`config.mk`:
```
export PLATFORM = sky130hd
export DESIGN_NAME = spi_arbiter_ctrl_flat
export DESIGN_NICKNAME = d
export VERILOG_FILES = /design/src/rtl/spi_arbiter_ctrl_if.sv /design/src/rtl/spi_arbiter_ctrl.sv /design/src/flat_wrapper.sv
export SDC_FILE = /design/constraint.sdc
export NUM_CORES = 1
export LEC_CHECK = 0
export ABC_AREA = 1
export BUFFER_PORTS_ARGS = -buffer_cell sky130_fd_sc_hd__buf_2
export CAP_MARGIN = 20
export CELL_PAD_IN_SITES_DETAIL_PLACEMENT = 1
export CELL_PAD_IN_SITES_GLOBAL_PLACEMENT = 2
export CORE_ASPECT_RATIO = 0.7
export CORE_MARGIN = 5
export CORE_UTILIZATION = 28
export CTS_CLUSTER_DIAMETER = 120
export DETAILED_ROUTE_END_ITERATION = 8
export PLACE_DENSITY = 0.74
export SLEW_MARGIN = 25
export SYNTH_ARGS = -nofsm -noshare
export SYNTH_HDL_FRONTEND = slang
export SYNTH_SLANG_ARGS = --single-unit
```
`constraint.sdc`:
```
create_clock -name clk -period 1.49 [get_ports clk]
set_clock_uncertainty 0.1 [all_clocks]
set_input_delay 0.149 -clock clk [delete_from_list [all_inputs] [get_ports clk]]
set_output_delay 0.149 -clock clk [all_outputs]
set_load 0.02 [all_outputs]
```
`src/rtl/spi_arbiter_ctrl_if.sv`:
```
// Request/grant and SPI pin bundle shared between two requesters, the arbiter and the SPI device.
// The slave modport is the arbiter's view; master is the requester/device side.
interface spi_arbiter_ctrl_if;
    logic       req0;
    logic       req1;
    logic       wr0;
    logic       wr1;
    logic [7:0] tx0;
    logic [7:0] tx1;
    logic       gnt0;
    logic       gnt1;
    logic       busy;
    logic       done;
    logic       done_id;
    logic [7:0] rx_data;
    logic       CS;
    logic       S_clk;
    logic       MOSI;
    logic       MISO;
    logic [3:0] counter;

    modport slave (
        input  req0, req1, wr0, wr1, tx0, tx1, MISO,
        output gnt0, gnt1, busy, done, done_id, rx_data, CS, S_clk, MOSI, counter
    );

    modport master (
        output req0, req1, wr0, wr1, tx0, tx1, MISO,
        input  gnt0, gnt1, busy, done, done_id, rx_data, CS, S_clk, MOSI, counter
    );
endinterface

```
`src/rtl/spi_arbiter_ctrl.sv`:
```
// Round-robin arbiter for two clients sharing one SPI master link; each grant runs
// one 8-bit mode-0 frame (MSB first) and reports the MISO byte with a done pulse.
module spi_arbiter_ctrl #(
    parameter int unsigned CLK_DIV = 2
) (
    input  logic               clk,
    input  logic               reset,
    spi_arbiter_ctrl_if.slave  bus
);

    typedef enum logic [2:0] {
        IDLE,
        SETUP,
        SHIFT,
        HOLD,
        DONE
    } state_t;

    localparam logic [3:0] DIV_LAST = 4'(CLK_DIV - 1);

    state_t     state;
    logic [3:0] div_cnt;
    logic       last;
    logic       winner;
    logic       wr_lat;
    logic [6:0] tx_sh;
    logic [7:0] rx_sh;
    logic       pick0;

    // Requester 0 wins when it is alone, or on a tie when requester 1 was served last.
    assign pick0 = bus.req0 & (~bus.req1 | last);

    always_ff @(posedge clk or negedge reset) begin
        if (!reset) begin
            state       <= IDLE;
            div_cnt     <= '0;
            last        <= 1'b1;
            winner      <= 1'b0;
            wr_lat      <= 1'b0;
            tx_sh       <= '0;
            rx_sh       <= '0;
            bus.gnt0    <= 1'b0;
            bus.gnt1    <= 1'b0;
            bus.busy    <= 1'b0;
            bus.done    <= 1'b0;
            bus.done_id <= 1'b0;
            bus.rx_data <= '0;
            bus.CS      <= 1'b1;
            bus.S_clk   <= 1'b0;
            bus.MOSI    <= 1'b0;
            bus.counter <= '0;
        end else begin
            bus.done <= 1'b0;
            case (state)
                IDLE: begin
                    if (bus.req0 || bus.req1) begin
                        winner      <= ~pick0;
                        last        <= ~pick0;
                        bus.gnt0    <= pick0;
                        bus.gnt1    <= ~pick0;
                        bus.busy    <= 1'b1;
                        bus.CS      <= 1'b0;
                        bus.S_clk   <= 1'b0;
                        bus.counter <= '0;
                        div_cnt     <= '0;
                        rx_sh       <= '0;
                        wr_lat      <= pick0 ? bus.wr0 : bus.wr1;
                        tx_sh       <= pick0 ? bus.tx0[6:0] : bus.tx1[6:0];
                        bus.MOSI    <= pick0 ? (bus.wr0 & bus.tx0[7]) : (bus.wr1 & bus.tx1[7]);
                        state       <= SETUP;
                    end
                end

                SETUP: begin
                    if (div_cnt == DIV_LAST) begin
                        div_cnt <= '0;
                        state   <= SHIFT;
                    end else begin
                        div_cnt <= div_cnt + 4'd1;
                    end
                end

                // Low half-period first, then alternate; the eighth high phase ends the shift.
                SHIFT: begin
                    if (div_cnt == DIV_LAST) begin
                        div_cnt <= '0;
                        if (!bus.S_clk) begin
                            bus.S_clk <= 1'b1;
                            rx_sh     <= {rx_sh[6:0], bus.MISO};
                            if (bus.counter != 4'd8) begin
                                bus.counter <= bus.counter + 4'd1;
                            end
                        end else begin
                            bus.S_clk <= 1'b0;
                            if (bus.counter == 4'd8) begin
                                state <= HOLD;
                            end else begin
                                bus.MOSI <= wr_lat & tx_sh[6];
                                tx_sh    <= {tx_sh[5:0], 1'b0};
                            end
                        end
                    end else begin
                        div_cnt <= div_cnt + 4'd1;
                    end
                end

                HOLD: begin
                    if (div_cnt == DIV_LAST) begin
                        div_cnt <= '0;
                        bus.CS  <= 1'b1;
                        state   <= DONE;
                    end else begin
                        div_cnt <= div_cnt + 4'd1;
                    end
                end

                // First cycle after CS rises publishes the result; the next one releases the grant.
                DONE: begin
                    if (!bus.done) begin
                        bus.done    <= 1'b1;
                        bus.done_id <= winner;
                        bus.rx_data <= rx_sh;
                    end else begin
                        bus.gnt0    <= 1'b0;
                        bus.gnt1    <= 1'b0;
                        bus.busy    <= 1'b0;
                        bus.counter <= '0;
                        bus.MOSI    <= 1'b0;
                        state       <= IDLE;
                    end
                end

                default: begin
                    state <= IDLE;
                end
            endcase
        end
    end

endmodule

```
`src/flat_wrapper.sv`:
```
// flat-port wrapper written by rule: the top's interface ports become plain ports
module spi_arbiter_ctrl_flat 
#(
    parameter int unsigned CLK_DIV = 2
)
  (clk, reset, bus_req0, bus_req1, bus_wr0, bus_wr1, bus_tx0, bus_tx1, bus_MISO, bus_gnt0, bus_gnt1, bus_busy, bus_done, bus_done_id, bus_rx_data, bus_CS, bus_S_clk, bus_MOSI, bus_counter);
  spi_arbiter_ctrl_if bus_i ();
  input  logic clk;
  input  logic reset;
  input wire logic [$bits(bus_i.req0)-1:0] bus_req0;
  input wire logic [$bits(bus_i.req1)-1:0] bus_req1;
  input wire logic [$bits(bus_i.wr0)-1:0] bus_wr0;
  input wire logic [$bits(bus_i.wr1)-1:0] bus_wr1;
  input wire logic [$bits(bus_i.tx0)-1:0] bus_tx0;
  input wire logic [$bits(bus_i.tx1)-1:0] bus_tx1;
  input wire logic [$bits(bus_i.MISO)-1:0] bus_MISO;
  output wire logic [$bits(bus_i.gnt0)-1:0] bus_gnt0;
  output wire logic [$bits(bus_i.gnt1)-1:0] bus_gnt1;
  output wire logic [$bits(bus_i.busy)-1:0] bus_busy;
  output wire logic [$bits(bus_i.done)-1:0] bus_done;
  output wire logic [$bits(bus_i.done_id)-1:0] bus_done_id;
  output wire logic [$bits(bus_i.rx_data)-1:0] bus_rx_data;
  output wire logic [$bits(bus_i.CS)-1:0] bus_CS;
  output wire logic [$bits(bus_i.S_clk)-1:0] bus_S_clk;
  output wire logic [$bits(bus_i.MOSI)-1:0] bus_MOSI;
  output wire logic [$bits(bus_i.counter)-1:0] bus_counter;
  assign bus_i.req0 = bus_req0;
  assign bus_i.req1 = bus_req1;
  assign bus_i.wr0 = bus_wr0;
  assign bus_i.wr1 = bus_wr1;
  assign bus_i.tx0 = bus_tx0;
  assign bus_i.tx1 = bus_tx1;
  assign bus_i.MISO = bus_MISO;
  assign bus_gnt0 = bus_i.gnt0;
  assign bus_gnt1 = bus_i.gnt1;
  assign bus_busy = bus_i.busy;
  assign bus_done = bus_i.done;
  assign bus_done_id = bus_i.done_id;
  assign bus_rx_data = bus_i.rx_data;
  assign bus_CS = bus_i.CS;
  assign bus_S_clk = bus_i.S_clk;
  assign bus_MOSI = bus_i.MOSI;
  assign bus_counter = bus_i.counter;
  spi_arbiter_ctrl #(.CLK_DIV(CLK_DIV)) u_core (.clk(clk), .reset(reset), .bus(bus_i));
endmodule
```
* After elaboration in Yosys (flattened, before gate mapping) *
Cells that the tools add are included.

word-level totals
  register bits after elaboration = 45
  input bits = 23
  output and inout bits = 20
  word-level logic and storage cells = 111

cells by class
  reduce and logical (&&, ||, !) cells = 19
  bitwise logic cells = 8
  $add $sub $neg = 2
  equal/unequal tests = 17
  mux-type cells = 48

operator list
  operator             number
  $mux 7               5
  $mux 4               6
  $mux 8               3
  $mux 3               7
  $mux 1               16
  $ne 2x1->1 const B   8
  $pmux 8 s2           1
  $pmux 3 s5           1
  $pmux 7 s2           1
  $pmux 4 s3           1
  $reduce_and 6->1     2
  $pmux 1 s2           5
  $reduce_and 3->1     3
  $add 4x1->4 const B  2
  $pmux 4 s2           1
  $reduce_bool 2->1    4
  $reduce_and 7->1     1
  $eq 3x2->1 const B   2
  $reduce_and 2->1     3
  $reduce_and 5->1     1
  $and 1x1->1          4
  $eq 4x1->1 const B   1
  $eq 4x4->1 const B   1
  $ne 2x2->1 const B   2
  other kinds (11)     13

* Depth between registers and ports, before layout *
Gate-level depths: netlist of the first run.

  depth after elaboration = 6
  gate-level depth with buffers = 10
  gate-level depth less buffers = 10

* Least setup slack after synthesis of the first run *
Ideal clock, no wire load.

  kind = register -> register
  start = register u_core.bus.counter[0]
  end = register u_core.bus.counter[0]
  required time = 1272 ps
  library setup time = 118 ps
  cell stages (with the launch flop) = 9
  arrival = 1357 ps
  path buffers = 0
  slack = -85 ps
  period minus slack after synthesis = 1575 ps
  path through = dfrtp_1 > inv_1 > ha_1 > nand2_1 > nor2_1 > o21ai_0 > nand3_1 > nand2_1 > nand2_1

between the ends
  longest elaborated chain between the ends = 5
  elaborated cells between the ends (all ways) = 8
  classes of those cells = 1 x add/sub; 2 x eq/ne; 4 x mux; 1 x reduce/logical

RTL lines
  element                 line                       text
  start, declared         spi_arbiter_ctrl_if.sv:24  output gnt0, gnt1, busy, done, done_id, rx_data, CS, S_clk, MOSI, counter
  start signal, assigned  spi_arbiter_ctrl.sv:91     bus.counter <= bus.counter + 4'd1;
  $add 4x1->4             spi_arbiter_ctrl.sv:91
  $mux 4                  spi_arbiter_ctrl.sv:90     if (bus.counter != 4'd8) begin
  $mux 4                  spi_arbiter_ctrl.sv:87     if (!bus.S_clk) begin
  $mux 4                  spi_arbiter_ctrl.sv:85     if (div_cnt == DIV_LAST) begin
  $pmux 4 s3              spi_arbiter_ctrl.sv:54     case (state)

Parallel ways exist; a longest one is shown, timed or not. The select of a mux whose other input is x is not followed.
A chain may end at the register's enable or synchronous reset.

* Final worst setup path of the first run *
  start = register u_core.state[2]
  end = register u_core.bus.MOSI

between the ends
  longest elaborated chain between the ends = 3
  elaborated cells between the ends (all ways) = 11
  classes of those cells = 7 x eq/ne; 1 x mux; 3 x reduce/logical

RTL lines
  element                                             line                       text
  start, declared                                     spi_arbiter_ctrl.sv:21     state_t state;
  start signal, assigned                              spi_arbiter_ctrl.sv:35     state <= IDLE;
  start signal, assigned                              spi_arbiter_ctrl.sv:70     state <= SETUP;
  start signal, assigned                              spi_arbiter_ctrl.sv:77     state <= SHIFT;
  $eq 3x2->1, or another cell as far along            spi_arbiter_ctrl.sv:54
  $ne 2x1->1 (no line), or another cell as far along  -
  $reduce_and 6->1 (no line)                          -
  end signal, assigned                                spi_arbiter_ctrl.sv:69     bus.MOSI <= pick0 ? (bus.wr0 & bus.tx0[7]) : (bus.wr1 & bus.tx1[7]);
  end signal, assigned                                spi_arbiter_ctrl.sv:98     bus.MOSI <= wr_lat & tx_sh[6];
  end, declared                                       spi_arbiter_ctrl_if.sv:24

Parallel ways exist; a longest one is shown, timed or not.

==> run metrics, run 1 <==
GRT overflow=0; Clock Latency Late Sink=0.29 ns; GRT Overall Usage=0.135; num rows=28; CORE AREA=approximately 0.0083 mm^2; Crit Path Category=flip-flop to flip-flop; cts bufs inserted=5; dpl ws=-0.139 ns; critical-path maximum fanout=6; Hold Vio Cnt, Final=0; Initial Utilization=0.284; # Max-Cap Violations=0; area of the multi-input gates=approximately 0.0012 mm^2; CTS H-tree depth=2; hold path startpoint=bus_wr1; register area share after synthesis=0.476; CTS sink count=45; Hold EP=u_core.wr_lat$_DFFE_PN0P_; worst reg-to-reg setup slack=-0.005 ns; Worst-Margin Slew=0.341 ns; final worst setup slack=-0.00465 ns; switching share of power=0.440; Port Buffer Count=42; Total Nets Final=421; reg-to-reg endpoint=u_core.bus.MOSI$_DFFE_PN0P_; Clk network pwr share=0.160; clk root buf=clkbuf_16; fillers=1011; Iteration-0 DRC Markers=86; CTS tree=yes; Detail Placement HPWL=4920 um; DRC errors left=0; pwr dens=2090 mW/mm^2; DR vias=~2.2k; critical path buffer and inverter count=3; Yosys cell types=26; Async S/R FF share, synth=1.00; vias in the first global route=between 2k and 2.5k; commonest cells in the synthesized netlist=nand2_1, dfrtp_1, nand3_1, inv_1, nor2_1; synthesized area=between 0.002 and 0.0025 mm^2; unrepaired setup endpoints after global routing=yes; Slowest-stage cell, CP=dfrtp_2; Area Growth Syn to Fin=42.5%; max-slew violations=0; status=finished with violations; top cells by area, synth=dfrtp_1, nand2_1, nand3_1, inv_1, dfstp_2; syn avg cell area=~7.6 um^2; slowest stage delay, CP=around 0.47 ns; placed cells=approximately 480; CP top delay family=simple AND/OR/NAND/NOR gates; Worst setup SP type=flip-flop; setup violators final=1; arrival time worst endpoint=between 1.5 and 2 ns; length of the first detailed-routing pass in iterations=5; P_sw=just over 3 mW; combinational share of power=0.557; maximum clock frequency=roughly 0.67 GHz; GPL Wtd Cong=around 0.78; top_reg_cell synth=dfrtp_1; violated checks=negative setup slack; clock slew at reported path FFs=0.07 ns; worst endpoint required time=approximately 1.6 ns; power share of the sequential group=0.283; routed wire length=~6800 um; Vias/cell=4.43; Max-slew headroom=0.773; die area=about 0.010 mm^2; Clock Path Buffers=2; Die W=about 120 um; I/O pin count=43; register area=around 0.0011 mm^2; worst vdd ir=~0.76 mV; global-route wire length before repair=between 10000 and 15000 um; diodes inserted=0; initial antenna violation count=0; Post-synth EDFFs=0; Pleak=about 1.8 nW; HP Class=primary input to flip-flop; DR WL/cell=13.6 um; reg-to-reg critical path startpoint=u_core.state[2]$_DFFE_PN0P_; final period utilization=1.00; Post-Layout Cell Count=500; leading area contributor after synthesis=dfrtp_1; top-area cell type share of the netlist area=0.454; Critical Path End Type=flip-flop; R2R depth=9; most frequent CP cell=nand2_1; layout cell share with drive strength beyond 1=0.370; P_int=3.94 mW; antenna viol nets, final=0; Die H=~87 um; Cell Chain, Critical Path=nor2_4, buf_4, nand3_4, buf_4, nand2_1, inv_1, nand3_1, nand2_1, nand2_1; register bit total from synthesis=45; WHS Path Cells=3; Warnings, synthesis=0; critical path depth=9; Syn Inst Count=just over 300; synthesized net count=approximately 340; count leader, synth=nand2_1; largest net degree at the start of global routing=33; Period minus WS final=about 1.5 ns
-- cell usage in the layout, fill, tap and decap left out, types with 3 or more instances in the layout --
cell,synthesis,routed
clkinvlp_4,0,5
dfrtp_1,43,38
o21ai_1,3,3
nor2_4,3,5
inv_1,27,26
buf_2,3,43
nand2_2,4,10
dfrtp_2,0,5
nand3_4,0,3
buf_4,1,30
nand2_1,140,130
nand2_4,2,5
nand3_1,39,31
nand3_2,3,8
o22ai_1,3,3
clkbuf_16,0,6
inv_2,5,4
nor2_1,10,8
buf_6,3,5
ha_1,4,3
-- worst max path at each step --
stage,startpoint,end,slack (ns)
after floorplan,u_core.bus.counter[0]$_DFFE_PN0P_,u_core.tx_sh[6]$_DFFE_PN0P_,0.02
after global placement,u_core.state[2]$_DFFE_PN0P_,u_core.rx_sh[7]$_DFFE_PN0P_,-0.10
after detailed placement,u_core.div_cnt[1]$_DFFE_PN0P_,u_core.rx_sh[2]$_DFFE_PN0P_,-0.14
after CTS,u_core.state[2]$_DFFE_PN0P_,u_core.rx_sh[5]$_DFFE_PN0P_,0.0008
after global routing,u_core.state[2]$_DFFE_PN0P_,u_core.tx_sh[0]$_DFFE_PN0P_,-0.1
final,u_core.state[2]$_DFFE_PN0P_,u_core.bus.MOSI$_DFFE_PN0P_,-0.005
-- worst min-delay path: stages --
cell and delay, ns:
buf_2 0.09, nand3_1 0.07, nand3_1 0.06
-- state kept, by name, summed over array words and instances (netlist names) --
register and count:
u_core.winner 1, u_core.rx_sh 8, u_core.bus.gnt0 1, u_core.bus.counter 4
u_core.bus.busy 1, u_core.tx_sh 7, u_core.bus.rx_data 8, u_core.bus.CS 1
u_core.bus.S_clk 1, u_core.state 3, u_core.bus.MOSI 1, u_core.bus.gnt1 1
u_core.last 1, u_core.div_cnt 4, u_core.bus.done 1, u_core.bus.done_id 1
u_core.wr_lat 1
-- per-layer routing --
metal | vias to the layer above | routed length [um] | track usage
met5 | - | 0 | 0
met4 | 0 | 34 | 0.0218
met3 | 5 | 245 | 0.0312
met2 | 31 | 3020 | 0.202
met1 | 1046 | 3480 | 0.203
li1 | 1134 | - | -
-- cell type report --
cell class | count | share of cell area
multi-input combinational | 223 | 0.362
sequential | 45 | 0.336
timing repair buffer | 84 | 0.177
inverter | 35 | 0.0426
tap | 105 | 0.0389
clock buffer | 5 | 0.0370
clock inverter | 3 | 0.00666
-- stage by stage --
stage | hold slack [ns] | TNS [ns] | power, mW | cell area [um^2] | util
after global placement | -0.0226 | -1.54 | 5.01 | 2880 | 0.346
after floorplan | -0.247 | 0 | 4.01 | 2370 | -
after detailed placement | -0.0240 | -2.43 | 5.08 | 2880 | 0.346
after global routing | 0.0575 | -1.53 | 7.64 | 3380 | 0.405
after CTS | 0.0225 | 0 | 6.57 | 3160 | 0.379
final | 0.0216 | -0.00465 | 7.05 | 3380 | 0.405
-- cell families after synthesis --
kind of cell	after synthesis	synth area share
fa+ha+maj	4	0.0211
flops	45	0.476
buf+inv	42	0.0792
compound gates	12	0.0301
simple gates	204	0.383
xor+xnor	3	0.0111
-- what timing repair did --
action,in CTS,in global routing
gates cloned,0,2
endpoints found under the hold margin,15,0
gates resized for setup,17,36
hold buffers,2,0
pin swaps,6,11
setup buffers,6,5
setup endpoints to repair,30,32
-- power by group through the flow --
stage	combinational, mW	clock [mW]	sequential (mW)
floorplan	1.89	0	2.12
global placement	3.03	0	1.98
detailed placement	3.09	0	1.99
CTS	3.43	1.15	1.98
global route	4.38	1.21	2.05
finish	3.93	1.13	1.99
No activity file was read; power rests on OpenSTA's default activity.
==> inputs of run 2 (changes only) <==
--- a/config.mk
+++ b/config.mk
@@ -6,6 +6,7 @@
 export NUM_CORES = 1
 export LEC_CHECK = 0
 export ABC_AREA = 1
+export ABC_CLOCK_PERIOD_IN_PS = 1490
 export BUFFER_PORTS_ARGS = -buffer_cell sky130_fd_sc_hd__buf_2
 export CAP_MARGIN = 20
 export CELL_PAD_IN_SITES_DETAIL_PLACEMENT = 1
@@ -15,7 +16,8 @@
 export CORE_UTILIZATION = 28
 export CTS_CLUSTER_DIAMETER = 120
 export DETAILED_ROUTE_END_ITERATION = 8
-export PLACE_DENSITY = 0.74
+export PLACE_DENSITY_LB_ADDON = 0.1
+export SKIP_CTS_REPAIR_TIMING = 1
 export SLEW_MARGIN = 25
 export SYNTH_ARGS = -nofsm -noshare
 export SYNTH_HDL_FRONTEND = slang
==> run 2 against run 1 <==
Effect of this change:
- the run still ends with negative setup slack left
- hold slack better by 0.011 ns
- critical path depth up 1
- design area down 2.6%
- flip-flop and latch count unchanged
- via count down 1.4%
- fmax about the same
- utilization down 1.1 points
- largest power group unchanged
==> run metrics, run 2 (synthesis results as in run 1) <==
Pleak=1.78 nW (was 1.81 nW); maximum clock frequency=0.668 GHz (was 0.669 GHz); DRC errors left=0 (unchanged); CORE AREA=0.00834 mm^2 (unchanged); Placed Instance Area=0.00292 mm^2 (was 0.00288 mm^2); setup tns final=-0.0106 ns (was -0.00465 ns); P_int=4.04 mW (was 3.94 mW); max-slew violations=0 (unchanged); Clock Path Buffers=2 (unchanged); final period utilization=1.00 (about the same); hold slack=0.0327 ns (was 0.0216 ns); CTS tree=yes (unchanged); Hold Vio Cnt, Final=0 (unchanged); Critical Path End Type=flip-flop (unchanged); Detail Placement HPWL=5060 um (was 4920 um); Worst setup SP type=flip-flop (unchanged); Post-Layout Cell Count=495 (was 500); Iteration-0 DRC Markers=62 (was 86); Total Nets Final=416 (was 421); combinational share of power=0.540 (was 0.557); DR WL/cell=14.1 um (was 13.6 um); Area Growth Syn to Fin=38.8% (was 42.5%); CP Launch Point=u_core.bus.counter[1]$_DFFE_PN0P_ (was u_core.state[2]$_DFFE_PN0P_); I/O pin count=43 (unchanged); reg-to-reg critical path startpoint=u_core.bus.counter[1]$_DFFE_PN0P_ (was u_core.state[2]$_DFFE_PN0P_); num rows=28 (unchanged); Design Area, Final=0.00329 mm^2 (was 0.00338 mm^2); GRT Overall Usage=0.139 (was 0.135); initial antenna violation count=0 (unchanged); clk root buf=clkbuf_16 (unchanged); Critical Path Sink=u_core.tx_sh[3]$_DFFE_PN0P_ (was u_core.bus.MOSI$_DFFE_PN0P_); clock slew at reported path FFs=0.07 ns (about the same); commonest non-fill, non-tap cell in the layout=nand2_1 (unchanged); layout cell share with drive strength beyond 1=0.349 (was 0.370); length of the first detailed-routing pass in iterations=4 (was 5); worst endpoint required time=1.57 ns (was 1.62 ns); Slowest-stage cell, CP=dfrtp_2 (unchanged); Vias/cell=4.41 (was 4.43); CTS H-tree depth=2 (unchanged); top flop regs=u_core.bus.rx_data: 8 flops, u_core.rx_sh: 8 flops, u_core.tx_sh: 7 flops (unchanged); die area=0.0104 mm^2 (unchanged); global-route wire length before repair=11500 um (was 11400 um); Cell Chain, Critical Path=inv_2, ha_4, nand2_4, nor2_4, nand2_2, nand2_4, nor2_8, buf_12, nand2_1, nand2_1 (was nor2_4, buf_4, nand3_4, buf_4, nand2_1, inv_1, nand3_1, nand2_1, nand2_1); routed wire length=6980 um (was 6780 um); fillers=1027 (was 1011); Clk network pwr share=0.181 (was 0.160); Port Buffer Count=42 (unchanged); Clock Latency Late Sink=0.29 ns (about the same); HP Class=primary input to flip-flop (unchanged); critical-path maximum fanout=4 (was 6); status=finished with violations (unchanged); Period minus WS final=1.50 ns (was 1.49 ns); vias in the first global route=2292 (was 2361); CTS sink count=45 (unchanged); GPL Wtd Cong=0.758 (was 0.777); P_sw=3.03 mW (was 3.10 mW); violated checks=negative setup slack (unchanged); antenna viol nets, final=0 (unchanged); Initial Utilization=0.284 (unchanged); setup violators final=2 (was 1); Max-slew headroom=0.823 (was 0.773); power share of the sequential group=0.278 (was 0.283); switching share of power=0.428 (was 0.440); largest net degree at the start of global routing=46 (was 33); slowest stage delay, CP=0.41 ns (was 0.47 ns); Worst-Margin Slew=0.266 ns (was 0.341 ns); commonest non-fill, non-tap cells in the layout=nand2_1, buf_2, dfrtp_1 (unchanged); R2R depth=10 (was 9); diodes inserted=0 (unchanged); Crit Path Category=flip-flop to flip-flop (unchanged); cts bufs inserted=5 (unchanged); # Max-Cap Violations=0 (unchanged); final worst setup slack=-0.00601 ns (was -0.00465 ns); pwr dens=2150 mW/mm^2 (was 2090 mW/mm^2); unrepaired setup endpoints after global routing=yes (unchanged); Die H=87.0 um (unchanged); worst reg-to-reg setup slack=-0.006 ns (was -0.005 ns); reg-to-reg endpoint=u_core.tx_sh[3]$_DFFE_PN0P_ (was u_core.bus.MOSI$_DFFE_PN0P_); DR vias=2185 (was 2216); Die W=120 um (unchanged); placed cells=478 (unchanged); WHS Path Cells=3 (unchanged); Tot Pwr=7.07 mW (was 7.05 mW); arrival time worst endpoint=1.58 ns (was 1.63 ns); GRT overflow=0 (unchanged); worst vdd ir=0.777 mV (was 0.757 mV)
## run 2: worst min path at each step
stage | from | endpoint | slack [ns]
CTS | reset | u_core.bus.rx_data[3]$_DFFE_PN0P_ | -0.26
detailed placement | reset | u_core.bus.rx_data[7]$_DFFE_PN0P_ | 0.05
global route | bus_wr0 | u_core.wr_lat$_DFFE_PN0P_ | 0.07
global placement | reset | u_core.bus.rx_data[3]$_DFFE_PN0P_ | 0.06
finish | bus_wr1 | u_core.wr_lat$_DFFE_PN0P_ | 0.03
floorplan | reset | u_core.bus.MOSI$_DFFE_PN0P_ | -0.25
## run 2: layout make-up
class | count | area (um^2) | area share
Tap cell | 105 | 131 | 0.0399
Multi-Input combinational cell | 223 | 1170 | 0.356
Clock inverter | 2 | 35.0 | 0.0106
Inverter | 35 | 141 | 0.0429
Clock buffer | 6 | 129 | 0.0391
Sequential cell | 45 | 1130 | 0.344
Timing Repair inverter | 1 | 5.00 | 0.00152
Timing Repair Buffer | 78 | 544 | 0.165
## run 2: power by group through the flow
stage	sequential [mW]	clock, mW	combinational (mW)
floorplan	2.12	0	1.89
global placement	1.97	0	3.30
detailed placement	1.97	0	3.35
CTS	1.95	1.32	3.37
global route	2.02	1.37	4.28
finish	1.97	1.28	3.82
## run 2: per-layer routing
| metal | global-route usage | share of wire | up-vias |
|---|---|---|---|
| met5 | 0 | 0 | - |
| met2 | 0.197 | 0.40 | 37 |
| met4 | 0.0312 | 0.0080 | 0 |
| li1 | - | - | 1116 |
| met3 | 0.0312 | 0.036 | 7 |
| met1 | 0.212 | 0.55 | 1025 |
## run 2: stage by stage
| stage | util | setup slack [ns] |
|---|---|---|
| 3_3_place_gp | 0.350 | -0.132 |
| 5_1_grt | 0.395 | -0.105 |
| 6_report | 0.395 | -0.00601 |
| 3_5_place_dp | 0.350 | -0.170 |
| 4_1_cts | 0.370 | -0.188 |
| 2_1_floorplan | - | 0.0230 |
## run 2: worst max-delay path: cells and delay by family, from the launching register on
family | cells | cell delay, ns
buf+inv | 2 | 0.20
flops | 1 | 0.41
simple gates | 7 | 0.55
fa+ha+maj | 1 | 0.14
==> inputs of run 3 (changes only) <==
--- a/config.mk
+++ b/config.mk
@@ -17,7 +17,6 @@
 export CTS_CLUSTER_DIAMETER = 120
 export DETAILED_ROUTE_END_ITERATION = 8
 export PLACE_DENSITY_LB_ADDON = 0.1
-export SKIP_CTS_REPAIR_TIMING = 1
 export SLEW_MARGIN = 25
 export SYNTH_ARGS = -nofsm -noshare
 export SYNTH_HDL_FRONTEND = slang
==> run 3 against run 2 <==
Effect of this change:
- the flow still finishes with violations (negative setup slack)
- worst setup slack worse by 0.045 ns
- first-iteration DRC count up 50%
- critical path depth down 2
- largest cell class unchanged
- fmax down 2.9%
- non-clock buffer count up 9
- flip-flop and latch count unchanged
- routed wire length up 2.1%
- count of clock-buffer cells in the layout unchanged
==> run metrics, run 3 (synthesis results as in run 1) <==
Total Nets Final=424 (was 416); dpl ws=-0.170 ns (unchanged); final worst setup slack=-0.0511 ns (was -0.00601 ns); worst vdd ir=0.793 mV (was 0.777 mV); Worst setup SP type=flip-flop (unchanged); cts bufs inserted=5 (unchanged); CORE AREA=0.00834 mm^2 (unchanged); reg-to-reg endpoint=u_core.tx_sh[4]$_DFFE_PN0P_ (was u_core.tx_sh[3]$_DFFE_PN0P_); HP Class=primary input to flip-flop (unchanged); layout cell share with drive strength beyond 1=0.399 (was 0.349); final period utilization=1.03 (was 1.00); I/O pin count=43 (unchanged); Die H=87.0 um (unchanged); antenna viol nets, final=0 (unchanged); Initial Utilization=0.284 (unchanged); worst reg-to-reg setup slack=-0.05 ns (was -0.006 ns); commonest non-fill, non-tap cell in the layout=nand2_1 (unchanged); worst endpoint required time=1.57 ns (about the same); R2R depth=8 (was 10); Critical Path End Type=flip-flop (unchanged); Die W=120 um (unchanged); register area=0.00113 mm^2 (unchanged); CTS tree=yes (unchanged); # Max-Cap Violations=0 (unchanged); violated checks=negative setup slack (unchanged); initial antenna violation count=0 (unchanged); Worst-Margin Slew=0.268 ns (was 0.266 ns); diodes inserted=0 (unchanged); Area Growth Syn to Fin=47.1% (was 38.8%); Iteration-0 DRC Markers=93 (was 62); Period minus WS final=1.54 ns (was 1.50 ns); setup violators final=12 (was 2); setup tns final=-0.318 ns (was -0.0106 ns); GRT overflow=0 (unchanged); unrepaired setup endpoints after global routing=yes (unchanged); clk root buf=clkbuf_16 (unchanged); fillers=1011 (was 1027); GPL Wtd Cong=0.758 (unchanged); routed wire length=7120 um (was 6980 um); DR WL/cell=14.2 um (was 14.1 um); Tot Pwr=7.60 mW (was 7.07 mW); maximum clock frequency=0.649 GHz (was 0.668 GHz); die area=0.0104 mm^2 (unchanged); Pleak=1.86 nW (was 1.78 nW); status=finished with violations (unchanged); largest net degree at the start of global routing=46 (unchanged); length of the first detailed-routing pass in iterations=4 (unchanged); Hold Vio Cnt, Final=0 (unchanged); Crit Path Category=flip-flop to flip-flop (unchanged); CTS sink count=45 (unchanged); Clock Latency Late Sink=0.29 ns (about the same); Port Buffer Count=42 (unchanged); Detail Placement HPWL=5060 um (unchanged); pwr dens=2180 mW/mm^2 (was 2150 mW/mm^2); CTS H-tree depth=2 (unchanged); top flop regs=u_core.bus.rx_data: 8 flops, u_core.rx_sh: 8 flops, u_core.tx_sh: 7 flops (unchanged); critical-path maximum fanout=5 (was 4); CP Launch Point=u_core.state[0]$_DFFE_PN0P_ (was u_core.bus.counter[1]$_DFFE_PN0P_); area of the multi-input gates=0.00128 mm^2 (was 0.00117 mm^2); Vias/cell=4.46 (was 4.41); GRT Overall Usage=0.145 (was 0.139); global-route wire length before repair=12000 um (was 11500 um); clock slew at reported path FFs=0.07 ns (about the same); DR vias=2245 (was 2185); Critical Path Sink=u_core.tx_sh[4]$_DFFE_PN0P_ (was u_core.tx_sh[3]$_DFFE_PN0P_); Max-slew headroom=0.821 (was 0.823); vias in the first global route=2384 (was 2292); commonest non-fill, non-tap cells in the layout=nand2_1, buf_2, dfrtp_1 (unchanged); reg-to-reg critical path startpoint=u_core.state[0]$_DFFE_PN0P_ (was u_core.bus.counter[1]$_DFFE_PN0P_); hold slack=0.0324 ns (was 0.0327 ns); Clock Path Buffers=2 (unchanged); max-slew violations=0 (unchanged); num rows=28 (unchanged); DRC errors left=0 (unchanged); arrival time worst endpoint=1.62 ns (was 1.58 ns)
==> run 3: cell count changes in the layout (fill, tap and decap cells not counted), sizes merged <==
cell,change
clkinv,+3
inv,-1
buf,+9
clkinvlp,-3
==> run 3: per-stage QoR <==
| stage | area, um^2 | cells | utilization |
|---|---|---|---|
| 6_report | 3490 | 503 | 0.418 |
| 5_1_grt | 3490 | 503 | 0.418 |
| 4_1_cts | 3300 | 496 | 0.396 |
| 3_5_place_dp | 2920 | 478 | 0.350 |
| 3_3_place_gp | 2920 | 478 | 0.350 |
| 2_1_floorplan | 2370 | 310 | - |
==> run 3: worst min path at each step <==
| stage | slack, ns | from | cells past startpoint | endpoint |
|---|---|---|---|---|
| 2_1_floorplan | -0.25 | reset | 0 | u_core.bus.MOSI$_DFFE_PN0P_ |
| 3_3_place_gp | 0.06 | reset | 2 | u_core.bus.rx_data[3]$_DFFE_PN0P_ |
| 3_5_place_dp | 0.05 | reset | 2 | u_core.bus.rx_data[7]$_DFFE_PN0P_ |
| 4_1_cts | 0.02 | bus_wr1 | 3 | u_core.wr_lat$_DFFE_PN0P_ |
| 5_1_grt | 0.07 | bus_wr0 | 3 | u_core.wr_lat$_DFFE_PN0P_ |
| 6_report | 0.03 | bus_wr1 | 3 | u_core.wr_lat$_DFFE_PN0P_ |
==> run 3: repair_timing <==
item,in CTS,in global routing
endpoints found under the hold margin,44,0
buffers inserted,8,6
resized for setup,34,35
gates cloned,0,1
endpoints found under the setup margin,38,31
hold buffers,2,0
pin swaps,15,9
==> run 3: per-layer routing <==
layer  vias up  routed length [um]  track usage  share of wire
met5         -                   0            0              0
met4         0                  57       0.0312         0.0080
met3         7                 230       0.0312          0.032
met2        35                2970        0.206           0.42
met1      1068                3870        0.223           0.54
li1       1135                   -            -              -
==> run 3: report_power, final <==
group,leakage [nW],switching [mW],internal [mW],total (mW)
Sequential,0.565,0.302,1.68,1.98
Combinational,1.22,2.47,1.88,4.34
Clock,0.0808,0.488,0.790,1.28
Total,1.86,3.26,4.34,7.60
==> run 3: final cells by class <==
class,instances,area share
clock buffer,6,0.0369
sequential,45,0.325
timing repair buffer,87,0.182
inverter,35,0.0405
tap,105,0.0377
clock inverter,2,0.0100
multi-input combinational,223,0.368
==> run 3: critical path: stages, from the launching register on <==
cell and delay (ns):
dfrtp_2 0.46, nor2_4 0.20, buf_4 0.14, nand3_2 0.11, nand3_4 0.12, nor2_8 0.06
buf_4 0.13, nand2_1 0.05, nand2_1 0.04
